## config.mk

```make
export PLATFORM = sky130hd
export DESIGN_NAME = seven_seg_scanner
export DESIGN_NICKNAME = d
export VERILOG_FILES = /design/src/rtl/seven_seg_scanner.sv
export SDC_FILE = /design/constraint.sdc
export NUM_CORES = 1
export LEC_CHECK = 0
export ABC_CLOCK_PERIOD_IN_PS = 2800
export CAP_MARGIN = 10
export CORE_MARGIN = 2
export CORE_UTILIZATION = 58
export CTS_BUF_LIST = sky130_fd_sc_hd__clkbuf_2 sky130_fd_sc_hd__clkbuf_4 sky130_fd_sc_hd__clkbuf_8
export CTS_CLUSTER_DIAMETER = 120
export DETAILED_ROUTE_END_ITERATION = 7
export PLACE_DENSITY = 0.85
export REMOVE_ABC_BUFFERS = 1
export SLEW_MARGIN = 20
export SYNTH_ARGS = -nofsm -noshare
export SYNTH_HDL_FRONTEND = slang
export SYNTH_SLANG_ARGS = --single-unit
```

## constraint.sdc

```tcl
create_clock -name clk -period 2.8 [get_ports clk]
set_input_delay 0.42 -clock clk [delete_from_list [all_inputs] [get_ports clk]]
set_output_delay 0.42 -clock clk [all_outputs]
set_load 0.05 [all_outputs]
```

## src/rtl/seven_seg_scanner.sv

```systemverilog
// Time-multiplexed driver for an N-digit common-anode 7-segment display.
// Each digit owns one slot of DIV clock cycles. The first BLANK_CYCLES of a
// slot keep every anode off so the previous digit's pattern cannot ghost.
// Values are captured into a pending register and only move to the displayed
// (active) register at the end of a frame, so a frame never mixes old and new data.
module seven_seg_scanner #(
  parameter int NUM_DIGITS   = 4,
  parameter int CLK_HZ       = 100_000_000,
  parameter int SLOT_HZ      = 4_000,
  parameter int BLANK_CYCLES = 16
) (
  input  logic                    clk,
  input  logic                    rst_n,
  input  logic [4*NUM_DIGITS-1:0] value,
  input  logic [NUM_DIGITS-1:0]   dp_in,
  input  logic [NUM_DIGITS-1:0]   digit_en,
  input  logic                    blank_lz,
  input  logic                    load,
  output logic [6:0]              seg,
  output logic                    dp,
  output logic [NUM_DIGITS-1:0]   an,
  output logic                    frame_done
);

  localparam int DIV = CLK_HZ / SLOT_HZ;
  localparam int CW  = (DIV > 1) ? $clog2(DIV) : 1;
  localparam int IW  = (NUM_DIGITS > 1) ? $clog2(NUM_DIGITS) : 1;

  localparam logic [CW-1:0] CNT_LAST  = CW'(DIV - 1);
  localparam logic [CW-1:0] CNT_BLANK = CW'(BLANK_CYCLES);
  localparam logic [IW-1:0] IDX_LAST  = IW'(NUM_DIGITS - 1);

  logic [CW-1:0]           r_cnt;
  logic [IW-1:0]           r_idx;

  logic [4*NUM_DIGITS-1:0] r_pend_val;
  logic [NUM_DIGITS-1:0]   r_pend_dp;
  logic [NUM_DIGITS-1:0]   r_pend_en;
  logic                    r_pend_valid;

  logic [4*NUM_DIGITS-1:0] r_act_val;
  logic [NUM_DIGITS-1:0]   r_act_dp;
  logic [NUM_DIGITS-1:0]   r_act_en;

  logic [6:0]              r_seg;
  logic                    r_dp;
  logic [NUM_DIGITS-1:0]   r_an;
  logic                    r_frame_done;

  logic                    w_slot_wrap;
  logic                    w_frame_end;
  logic [NUM_DIGITS-1:0]   w_lz_blank;
  logic [NUM_DIGITS-1:0]   w_visible;
  logic                    w_vis_cur;
  logic [3:0]              w_nib;
  logic [6:0]              w_seg_next;
  logic                    w_dp_next;
  logic [NUM_DIGITS-1:0]   w_an_next;

  // Active-low hex patterns, bit 6 = segment a down to bit 0 = segment g.
  function automatic logic [6:0] decodeHex(input logic [3:0] nib);
    case (nib)
      4'h0:    decodeHex = 7'b0000001;
      4'h1:    decodeHex = 7'b1001111;
      4'h2:    decodeHex = 7'b0010010;
      4'h3:    decodeHex = 7'b0000110;
      4'h4:    decodeHex = 7'b1001100;
      4'h5:    decodeHex = 7'b0100100;
      4'h6:    decodeHex = 7'b0100000;
      4'h7:    decodeHex = 7'b0001111;
      4'h8:    decodeHex = 7'b0000000;
      4'h9:    decodeHex = 7'b0000100;
      4'hA:    decodeHex = 7'b0001000;
      4'hB:    decodeHex = 7'b1100000;
      4'hC:    decodeHex = 7'b0110001;
      4'hD:    decodeHex = 7'b1000010;
      4'hE:    decodeHex = 7'b0110000;
      default: decodeHex = 7'b0111000;
    endcase
  endfunction

  assign w_slot_wrap = (r_cnt == CNT_LAST);
  assign w_frame_end = w_slot_wrap && (r_idx == IDX_LAST);
  assign w_nib       = r_act_val[{r_idx, 2'b00} +: 4];
  assign w_visible   = r_act_en & ~w_lz_blank;
  assign w_vis_cur   = w_visible[r_idx];

  // Walk from the top digit down; a digit is a leading zero while it and all above read as zero.
  always_comb begin
    logic w_zero_run;
    w_zero_run = 1'b1;
    w_lz_blank = '0;
    for (int k = NUM_DIGITS - 1; k >= 0; k--) begin
      w_zero_run = w_zero_run & (~r_act_en[k] | (r_act_val[4*k +: 4] == 4'h0));
      if (k != 0) begin
        w_lz_blank[k] = w_zero_run & blank_lz;
      end
    end
  end

  // Output pattern for the current slot position; anode held off during the ghost guard.
  always_comb begin
    w_seg_next = 7'b1111111;
    w_dp_next  = 1'b1;
    w_an_next  = '1;
    if (w_vis_cur) begin
      w_seg_next = decodeHex(w_nib);
      w_dp_next  = ~r_act_dp[r_idx];
      if (r_cnt >= CNT_BLANK) begin
        w_an_next[r_idx] = 1'b0;
      end
    end
  end

  // Slot counter and digit index; the index advances each time the slot counter wraps.
  always_ff @(posedge clk or negedge rst_n) begin
    if (!rst_n) begin
      r_cnt <= '0;
      r_idx <= '0;
    end else if (w_slot_wrap) begin
      r_cnt <= '0;
      r_idx <= (r_idx == IDX_LAST) ? '0 : r_idx + 1'b1;
    end else begin
      r_cnt <= r_cnt + 1'b1;
    end
  end

  // Pending/active double buffer; transfer at frame end happens before a same-cycle load lands.
  always_ff @(posedge clk or negedge rst_n) begin
    if (!rst_n) begin
      r_pend_val   <= '0;
      r_pend_dp    <= '0;
      r_pend_en    <= '0;
      r_pend_valid <= 1'b0;
      r_act_val    <= '0;
      r_act_dp     <= '0;
      r_act_en     <= '0;
    end else begin
      if (w_frame_end && r_pend_valid) begin
        r_act_val    <= r_pend_val;
        r_act_dp     <= r_pend_dp;
        r_act_en     <= r_pend_en;
        r_pend_valid <= 1'b0;
      end
      if (load) begin
        r_pend_val   <= value;
        r_pend_dp    <= dp_in;
        r_pend_en    <= digit_en;
        r_pend_valid <= 1'b1;
      end
    end
  end

  // Register every display output so the pins are glitch-free, one cycle behind the counter.
  always_ff @(posedge clk or negedge rst_n) begin
    if (!rst_n) begin
      r_seg        <= 7'b1111111;
      r_dp         <= 1'b1;
      r_an         <= '1;
      r_frame_done <= 1'b0;
    end else begin
      r_seg        <= w_seg_next;
      r_dp         <= w_dp_next;
      r_an         <= w_an_next;
      r_frame_done <= w_frame_end;
    end
  end

  assign seg        = r_seg;
  assign dp         = r_dp;
  assign an         = r_an;
  assign frame_done = r_frame_done;

endmodule

```

==> results summary <==
For this design the static power due to leakage is 1.82 nW. The effective utilization at floorplan came out at 0.598. For the worst-skew pair, the clock arrives at the later sink with an insertion delay of 0.35 ns. The netlist area before placement came out at 0.00354 mm². The maximum clock path buffer count came out at 2. The number of global-route vias before repair is 2261. The path depth of the worst reg2reg path came out at 6.

The run finished with clean final reports. The final HPWL from detailed placement came out at 4.20 mm. In this run the critical register-to-register path is launched from r_cnt[1]$_DFF_PN0_. The transition time at the pin with the least slew margin is 0.943 ns. Relative to the synthesized area, the layout overhead comes to 18.4%. The final route contains 2187 vias. The arrival time of the worst setup path came out at 1.67 ns.

The die covers 0.00674 mm². The critical path goes through clkdlybuf4s50_1. Across the routed clock network, the largest skew measured is 0.00575 ns. The clock-pin slew on the worst setup and hold paths is 0.08 ns.

The utilization of the core after routing is 0.708. The count of buffers added by post-CTS timing repair for setup came out at 0. The worst register-to-register path ends at r_act_en[0]$_DFFE_PN0P_. The first-pass GRT wire length is 10.4 mm.

The residual DRC count is 0. The tightest min-delay check is of the input port to asynchronous set/reset pin type. The number of gates resized after CTS came out at 0.

The cell count along the critical path came out at 1. The repair_antennas step left the layout with diodes totalling 0. The number of clock buffers added by TritonCTS is 9. The tree is rooted in a sky130_fd_sc_hd__clkbuf_8. The prevailing post-synth register cell is sky130_fd_sc_hd__dfrtp_1. TritonCTS built the clock tree. The global router's overall resource usage is 0.209. In the final layout, the share of cells above drive strength 1 is 0.290.

The number of top-level pins is 41. The level count of the clock H-tree is 3. The slowest cell on the critical path is sky130_fd_sc_hd__clkdlybuf4s50_1. The number of violations of the max-capacitance limit is 0.

The pre-antenna-repair detailed-routing pass consisted of 4 iterations. The share of the Yosys chip area taken by registers is 0.563. The post-layout minimum cycle time came out at 2.09 ns.

The final hold violation count was 0. During synthesis, Yosys emitted a total of 0 warnings. Leaving out fill and tap cells, the most frequent cell in the layout is sky130_fd_sc_hd__dfrtp_1. The die is 82.1 µm wide. The total setup violations reported at the end of the flow is 0. The delay contributed by the slowest stage of the critical path came out at 0.80 ns. The distinct cell type count after synthesis came out at 43. The initialized floorplan defines 28 standard-cell rows.

The worst reg-to-reg setup slack came out at 0.72 ns. The final cell count without fillers came out at 392. The number of buffer and inverter instances along the worst setup path is 1. The floorplan core area is 0.00592 mm². Measured against its own limit, the worst slew margin works out to 0.371. The die extent in y is 82.1 µm.

The hold-fix buffer count after cts is 0. The antenna violation net count after detailed routing came out at 0. The register bit total from synthesis came out at 79.

Dividing total power by cell area gives a power density of 510 mW/mm². The fmax came out at 477 MHz. The average via count per standard cell came out at 5.58. The number of antenna violations at the first check in global routing is 0. By startpoint and endpoint, the worst setup path is classified as register to output pin.

Setup repair after global routing left no endpoint under its margin. The total wire length is 6.16 mm. The number of buffer cells added on primary ports is 40. The peak ir drop on the vdd network came out at 0.319 mV. Dividing the detail-routed wire length by the instance count gives 15.7 µm.

The number of sinks driven by the clock tree is 79. The required time of the worst setup path came out at 2.38 ns. Counting every instance in the synthesized netlist gives 270. The synthesized area per cell is 13.1 µm².

The first routing iteration left 205 violations. The synthesized design contains 0 enable-type register cells. STA classifies the critical path endpoint as an output pin. The placed cell count is 376.

The summed negative setup slack over all endpoints came out at 0 ns. The max-slew violation count was 0. The share of flip-flops with an asynchronous set or reset after synthesis is 1.00. The worst-path maximum fanout came out at 1. The final net count is 352. Entering global routing, the biggest net connects 80 pins. The library cells used most frequently in the layout, excluding fill and tap cells, are sky130_fd_sc_hd__dfrtp_1 (67), sky130_fd_sc_hd__mux2_2 (50), sky130_fd_sc_hd__clkdlybuf4s50_1 (39). The overflow left after global routing came out at 0. STA classifies the critical path startpoint as a register. The cell family with the largest share of critical-path delay is buffers and inverters. Of the available clock period, the critical path in the final layout requires 0.748. The final weighted congestion of routability-driven global placement is 0.823.
[report_power, final]
group | leakage [nW] | total [W] | switching (W) | internal, W
clock network | 0.0981 | 0.000837 | 0.000406 | 0.000431
logic | 0.732 | 0.000105 | 0.0000413 | 0.0000638
registers | 0.988 | 0.00119 | 0.0000185 | 0.00118
[flip-flops by register name (all words and copies together), names as in the netlist]
signal        flops
r_act_val        16
r_pend_val       16
r_cnt            15
seg               7
an                4
r_act_dp          4
r_act_en          4
r_pend_dp         4
r_pend_en         4
r_idx             2
dp                1
frame_done        1
r_pend_valid      1
[cell usage after synthesis, types with 3 or more instances]
| library cell | n | area [µm²] |
|---|---|---|
| sky130_fd_sc_hd__a21oi_1 | 4 | 20.0 |
| sky130_fd_sc_hd__clkbuf_1 | 8 | 30.0 |
| sky130_fd_sc_hd__dfrtp_1 | 67 | 1680 |
| sky130_fd_sc_hd__dfstp_2 | 12 | 315 |
| sky130_fd_sc_hd__ha_1 | 12 | 150 |
| sky130_fd_sc_hd__inv_1 | 10 | 37.5 |
| sky130_fd_sc_hd__mux2_2 | 50 | 563 |
| sky130_fd_sc_hd__mux4_2 | 5 | 113 |
| sky130_fd_sc_hd__nand2_1 | 14 | 52.6 |
| sky130_fd_sc_hd__nand3_1 | 13 | 65.1 |
| sky130_fd_sc_hd__nand3b_1 | 4 | 30.0 |
| sky130_fd_sc_hd__nor2_1 | 12 | 45.0 |
| sky130_fd_sc_hd__nor3_1 | 3 | 15.0 |
| sky130_fd_sc_hd__nor4_1 | 6 | 37.5 |
| sky130_fd_sc_hd__o21ai_0 | 4 | 20.0 |
| sky130_fd_sc_hd__xnor2_1 | 6 | 52.6 |
| sky130_fd_sc_hd__xor2_1 | 6 | 52.6 |
[worst max path at each step]
stage                             from                   endpoint
finish                 an[1]$_DFF_PN1_                      an[1]
detailed placement  r_cnt[6]$_DFF_PN0_  r_act_val[14]$_DFFE_PN0P_
global route        r_cnt[0]$_DFF_PN0_   r_act_val[6]$_DFFE_PN0P_
floorplan           r_cnt[0]$_DFF_PN0_    r_act_dp[0]$_DFFE_PN0P_
global placement    r_cnt[0]$_DFF_PN0_  r_act_val[13]$_DFFE_PN0P_
CTS                    an[1]$_DFF_PN1_                      an[1]
[per-stage QoR]
step / hold slack, ns / cell area (µm²) / power, W / setup slack, ns
floorplan: 0.124 / 3470 / 0.00124 / 0.384
global placement: 0.456 / 3990 / 0.00132 / 0.826
detailed placement: 0.474 / 3990 / 0.00132 / 0.763
CTS: 0.247 / 4190 / 0.00216 / 0.679
global route: 0.281 / 4190 / 0.00221 / 0.614
finish: 0.219 / 4190 / 0.00214 / 0.705
[routing by layer]
layer	routed length (µm)	global-route usage	up-vias
met5	0	0	-
met4	105	0.0983	0
met3	218	0.0576	12
met2	3060	0.340	47
met1	2780	0.262	1083
li1	-	-	1045
[cells by family after synthesis]
group / Yosys count / share of synthesized area
buf+inv: 23 / 0.0297
mux: 55 / 0.191
xor+xnor: 12 / 0.0297
flops: 79 / 0.563
compound gates: 20 / 0.0392
fa+ha+maj: 12 / 0.0424
simple gates: 69 / 0.105
[area by class of cell]
class	count	area, µm²
Clock buffer	10	138
Clock inverter	6	60.1
Fill cell	413	1730
Inverter	10	37.5
Multi-Input combinational cell	168	1440
Sequential cell	79	1990
Tap cell	75	93.8
Timing Repair Buffer	44	428
(Power assumes the default switching activity.)
